$ cat config.mk
export PLATFORM = sky130hd
export DESIGN_NAME = parity_accumulator
export DESIGN_NICKNAME = d
export VERILOG_FILES = /design/src/rtl/parity_accumulator.sv
export SDC_FILE = /design/constraint.sdc
export NUM_CORES = 1
export LEC_CHECK = 0
export BUFFER_PORTS_ARGS = -buffer_cell sky130_fd_sc_hd__buf_2
export CORE_ASPECT_RATIO = 0.7
export CORE_MARGIN = 10
export CORE_UTILIZATION = 35
export CTS_CLUSTER_DIAMETER = 40
export DETAILED_ROUTE_END_ITERATION = 8
export HOLD_SLACK_MARGIN = 0.15
export MAX_ROUTING_LAYER = met4
export PLACE_DENSITY = 0.63
export SLEW_MARGIN = 30
export SYNTH_ARGS = -nofsm -noshare
export SYNTH_HDL_FRONTEND = slang
export SYNTH_SLANG_ARGS = --single-unit
$ cat constraint.sdc
create_clock -name clk -period 2 [get_ports clk]
set_input_delay 0 -clock clk [delete_from_list [all_inputs] [get_ports clk]]
set_output_delay 0 -clock clk [all_outputs]
set_load 0.02 [all_outputs]
$ cat src/rtl/parity_accumulator.sv
// Frame-wise XOR/XNOR parity accumulator with valid/ready handshakes on both sides.
// A frame closes on in_last or after FRAME_LEN words; the result is held until acknowledged.
module parity_accumulator #(
    parameter int unsigned WIDTH     = 3,
    parameter int unsigned FRAME_LEN = 4
) (
    input  logic             clk,
    input  logic             rst,
    input  logic             in_valid,
    output logic             in_ready,
    input  logic [WIDTH-1:0] in_data,
    input  logic             in_last,
    input  logic             mode,
    output logic             out_valid,
    input  logic             out_ready,
    output logic             out_parity,
    output logic [7:0]       out_count
);

    typedef enum logic [1:0] {
        IDLE  = 2'd0,
        ACCUM = 2'd1,
        HOLD  = 2'd2
    } state_t;

    localparam logic [7:0] FRAME_LEN_W = 8'(FRAME_LEN);

    state_t     state_q, state_d;
    logic       acc_q, acc_d;
    logic [7:0] cnt_q, cnt_d;
    logic       mode_q, mode_d;

    logic       in_ready_d;
    logic       out_valid_d;
    logic       out_parity_d;
    logic [7:0] out_count_d;

    logic       transfer;
    logic       word_par;

    assign transfer = in_valid & in_ready;
    assign word_par = ^in_data;

    // State, datapath and registered outputs
    always_ff @(posedge clk) begin
        if (rst) begin
            state_q    <= IDLE;
            acc_q      <= 1'b0;
            cnt_q      <= 8'd0;
            mode_q     <= 1'b0;
            in_ready   <= 1'b1;
            out_valid  <= 1'b0;
            out_parity <= 1'b0;
            out_count  <= 8'd0;
        end else begin
            state_q    <= state_d;
            acc_q      <= acc_d;
            cnt_q      <= cnt_d;
            mode_q     <= mode_d;
            in_ready   <= in_ready_d;
            out_valid  <= out_valid_d;
            out_parity <= out_parity_d;
            out_count  <= out_count_d;
        end
    end

    // Next-state and datapath update
    always_comb begin
        state_d = state_q;
        acc_d   = acc_q;
        cnt_d   = cnt_q;
        mode_d  = mode_q;
        unique case (state_q)
            IDLE: begin
                if (transfer) begin
                    acc_d   = word_par;
                    cnt_d   = 8'd1;
                    mode_d  = mode;
                    state_d = (in_last || (FRAME_LEN_W == 8'd1)) ? HOLD : ACCUM;
                end
            end
            ACCUM: begin
                if (transfer) begin
                    acc_d   = acc_q ^ word_par;
                    cnt_d   = cnt_q + 8'd1;
                    state_d = (in_last || (cnt_d == FRAME_LEN_W)) ? HOLD : ACCUM;
                end
            end
            HOLD: begin
                if (out_ready) begin
                    acc_d   = 1'b0;
                    cnt_d   = 8'd0;
                    state_d = IDLE;
                end
            end
            default: state_d = IDLE;
        endcase
    end

    // Outputs are decoded from the next state so they register alongside it
    always_comb begin
        in_ready_d   = 1'b1;
        out_valid_d  = 1'b0;
        out_parity_d = 1'b0;
        out_count_d  = 8'd0;
        if (state_d == HOLD) begin
            in_ready_d   = 1'b0;
            out_valid_d  = 1'b1;
            out_parity_d = acc_d ^ mode_d;
            out_count_d  = cnt_d;
        end
    end

endmodule

Word-level counts from Yosys, hierarchy flattened
Index checks and enable logic that the tools add are counted.
- word-level logic and storage cells: 39
- output and inout bits: 11
- register bits after elaboration: 23
- input port bits: 9
- bitwise gates (word level): 4
- equal/unequal tests: 4
- reduce and logical (&&, ||, !) cells: 4
- mux-type cells: 18
- add/subtract/negate cells: 1
- operators with widths (operator ; number):
    2-to-1 mux 8 bit ; 3
    one-hot mux 8 bit (3 select lines) ; 1
    2-to-1 mux 2 bit ; 5
    adder 8 x 1 -> 8 bit, second input constant ; 1
    == test 8 x 3 -> 1 bit, second input constant ; 1
    2-to-1 mux 1 bit ; 7
    one-hot mux 2 bit (3 select lines) ; 1
    == test 2 bit, second input constant ; 2
    one-hot mux 1 bit (3 select lines) ; 1
    parity 3 bit ; 1
    == test 2 x 1 -> 1 bit, second input constant ; 1
    logical NOT 2 bit ; 1
    OR reduction 2 bit ; 1
    bitwise XOR 1 bit ; 2
    AND 1 bit ; 1
    logical OR 1 bit ; 1
    inverter 1 bit ; 1

Logic depth before layout (Yosys ltp)
- word-level depth: 9
- mapped depth: 6
- gate-level depth less buffers: 6

Worst setup path before layout
No wires, ideal clock.
- kind: reg2reg
- start: register in_ready
- end: register cnt_q[7]
- path buffers: 1
- library setup time: 0.128 ns
- clock period less this slack: 1.432 ns
- data required time: 1.872 ns
- arrival time: 1.304 ns
- slack: 0.568 ns
- cell stages (with the launch flop): 6
- path through: dfxtp_1 > and3b_2 > buf_2 > nor2_1 > a211o_1 > nor2b_1
- longest elaborated chain between the ends: 3
- elaborated cells on any way between the ends: 4
- classes of those cells: mux (3); bitwise (1)
- RTL lines (what ; RTL line ; text):
    start, declared ; 10 ; output logic in_ready,
    start signal, assigned ; 60 ; in_ready <= in_ready_d;
    AND 1 bit (*) ; 41 ; assign transfer = in_valid & in_ready;
    2-to-1 mux 8 bit, on equally long branches ; 83, 75 ;
    one-hot mux 8 bit (3 select lines) (*) ; 73 ; unique case (state_q)
    end signal, assigned ; 58 ; cnt_q <= cnt_d;
    end, declared ; 30 ; logic [7:0] cnt_q, cnt_d;
Mark *: on every way between the ends. The rest lies on a longest branch, timed or not.
A chain may end at the register's enable or synchronous reset.

Worst setup path after layout
- start: register cnt_q[0]
- end: register state_q[1]
- longest elaborated chain between the ends: 6
- RTL lines (what ; RTL line ; text):
    adder 8 x 1 -> 8 bit ; 85 ; cnt_d = cnt_q + 8'd1;
    == test 8 x 3 -> 1 bit ; 86 ; state_d = (in_last || (cnt_d == FRAME_LEN_W)) ? HOLD : ACCUM;
    logical OR 1 bit ; 86 ;
    2-to-1 mux 2 bit ; 86 ;
    2-to-1 mux 2 bit ; 83 ; if (transfer) begin
    one-hot mux 2 bit (3 select lines) ; 73 ;
    end signal, assigned ; 56 ; state_q <= state_d;
    end, declared ; 28 ; state_t state_q, state_d;
No other way between the ends.

==> metrics.txt <==
CTS Buf Count 3; fmax 0.5514 GHz; ANT cells 0; Slew Viols, Final 0; Rows 16; final-report hold violation count 0; Clock Power Share 0.315; Finished Cell Area about 1300 sq um; Comb power frac 0.144; Area Overhead vs Synth 17.14%; number of remaining DRC errors 0; die area roughly 6000 sq um; worst path bufs/invs 1; Hold WS about 0.20 ns; HP Class in2reg; Yosys reg bits 23; CP peak stage delay approximately 0.56 ns; layout net count around 140; worst path arrival time slightly above 2 ns; CTS tree built; WS Path Type reg2reg; worst-margin pin slew 0.3388 ns; Root Buffer clkbuf_8; PortBufs 19; Synth cell types between 40 and 50; Finished Core Util 0.4448; setup TNS 0 ns; Ports 20; run status finished clean; Synth Instances 111; Post-synth EDFFs 0; register area share after synthesis 0.4177; Clock Tree Buf Depth 2; # resized after CTS 0; mean post-synth cell area roughly 9.9 sq um; CP max stage cell dlygate4sd3_1; Reg clk slew, reported paths 0.08 ns; cell area power density ~700 nW/um^2; DR WL/cell between 10 and 15 microns; layout cells sized above 1 0.2576; Worst Setup Start Kind register; critical path required time 2.21 ns; share of the clock period used by the worst path 0.9068; max_cap viols 0; slew margin rel. 0.7677; Net Switching 0.2270 mW; post-DR vias/cell about 5.5; Setup Skew between 0.002 and 0.0025 ns; dpl cell area ~1200 sq um; Synth top area share 0.4177; final setup vio count 0; DIE WIDTH a little under 90 microns; delay-heaviest family, CP buffers and inverters; top cells by count, synth dfxtp_1 (23), nor2_1 (14), a21oi_1 (4), nor2b_1 (4), o21ai_0 (4); worst vdd ir approximately 0.3 mV; Pre-antenna DRT Iters 4; Routed Antenna Nets 0; clk sinks 23; initial DRC count slightly below 90; Main synth FF type dfxtp_1; Placeable Area between 2000 and 3000 sq um; vias in the first global route 862; CP Capture Type register; Tmin final ~1.8 ns; YS warnings 0; CP Cell Sequence ha_1 -> nor3b_2 -> a21oi_2 -> o2bb2ai_1 -> dlygate4sd3_1; Seq pwr share 0.541; global-route wire length before repair between 4000 and 5000 microns; largest cells by area after synthesis dfxtp_1 (42%), nor2_1 (4.8%), o2bb2ai_4 (2.5%), ha_1 (2.3%), nor2b_1 (2.3%); RSZ-0062 raised after global routing false; area leader, netlist dfxtp_1; GP Congestion between 0.8 and 0.9; asr flop ratio synth 0; count leader, synth dfxtp_1; initial antenna violation count 0; GRT Overall Usage 0.08966; H-tree depth 1; worst-path fanout max 6; Static Leak 0.5635 nW; clk_lat worst skew between 0.2 and 0.3 ns; GRT Residual Overflow 0; drt total wl roughly 2400 microns; Fill cells 290; Vias 920; Synth Cell Area about 1100 sq um; die height 66.96 microns; Mapped Nets roughly 120; Initial Utilization 0.3797; Detail Placement HPWL about 1800 microns; Power Internal roughly 0.67 mW; largest net degree at the start of global routing 14; Switching Share 0.2519
## kinds of logic after synthesis
kind of cell,Yosys count,share of synthesized area
simple gates,46,0.2724
compound gates,26,0.1862
flops,23,0.4177
buf+inv,10,0.05448
xor+xnor,2,0.02838
mux,2,0.01816
fa+ha+maj,2,0.02270
## area by class of cell
cell class	instances	area (sq um)	share of cell area
Multi-Input combinational cell	78	581.8	0.4506
Sequential cell	23	460.4	0.3566
Timing Repair Buffer	24	145.1	0.1124
Clock buffer	4	45.04	0.03488
Tap cell	36	45.04	0.03488
Inverter	3	13.76	0.01066
## power by group through the flow
| stage | clock (mW) | combinational [mW] | sequential (mW) |
|---|---|---|---|
| finish | 0.284 | 0.130 | 0.488 |
| global route | 0.315 | 0.144 | 0.491 |
| CTS | 0.294 | 0.130 | 0.488 |
| detailed placement | 0 | 0.120 | 0.498 |
| global placement | 0 | 0.119 | 0.498 |
| floorplan | 0 | 0.0909 | 0.497 |
## flip-flops by register name, indices dropped and copies added (netlist names)
| name | count |
|---|---|
| cnt_q | 8 |
| out_count | 8 |
| state_q | 2 |
| acc_q | 1 |
| in_ready | 1 |
| mode_q | 1 |
| out_parity | 1 |
| out_valid | 1 |
## path summary, 6_finish.rpt
kind | from | to | slack [ns] | cells past startpoint
max | cnt_q[0]$_SDFF_PP0_ | state_q[1]$_SDFF_PP0_ | 0.19 | 5
min reg2reg | cnt_q[1]$_SDFF_PP0_ | out_count[1]$_SDFF_PP0_ | 0.60 | 2
max reg2reg | cnt_q[0]$_SDFF_PP0_ | state_q[1]$_SDFF_PP0_ | 0.19 | 5
min | out_ready | out_valid$_SDFF_PP0_ | 0.20 | 3
## stage by stage
| stage | power [mW] | std cells | setup slack [ns] |
|---|---|---|---|
| final | 0.9012 | 168 | 0.1864 |
| after global routing | 0.9492 | 168 | 0.06066 |
| after CTS | 0.9118 | 168 | 0.2109 |
| after detailed placement | 0.6188 | 159 | 0.4497 |
| after global placement | 0.6163 | 159 | 0.5064 |
| after floorplan | 0.5880 | 111 | 0.5682 |
## tightest hold or removal path, stage by stage
cell and delay (ns):
buf_2 0.09, mux2i_1 0.13, o2bb2ai_4 0.19
## cell usage in the layout, fill, tap and decap left out, drive strengths merged, types with 3 or more instances in the layout
cell type | synthesis | routed
a21oi | 5 | 5
nor3b | 3 | 3
nor2b | 4 | 4
nor2 | 14 | 14
inv | 3 | 3
dlygate4sd3 | 0 | 5
o22ai | 3 | 3
nor4 | 5 | 5
nand3 | 3 | 3
and2 | 3 | 3
o21ai | 4 | 4
dfxtp | 23 | 23
clkbuf | 2 | 4
nand2 | 3 | 3
buf | 5 | 19
## routing by layer
layer  wire length (microns)  vias up  global-route usage
met5                       0        -                   -
met4                      36        0             0.03629
met3                     235        5             0.03888
met2                    1017       37              0.1296
met1                    1095      429              0.1065
li1                        -      449                   -
## what timing repair did
action / 4_1_cts / 5_1_grt
buffers inserted: 0 / 0
hold endpoints to repair: 13 / 0
hold buffers: 5 / 0
(Power assumes the default switching activity.)
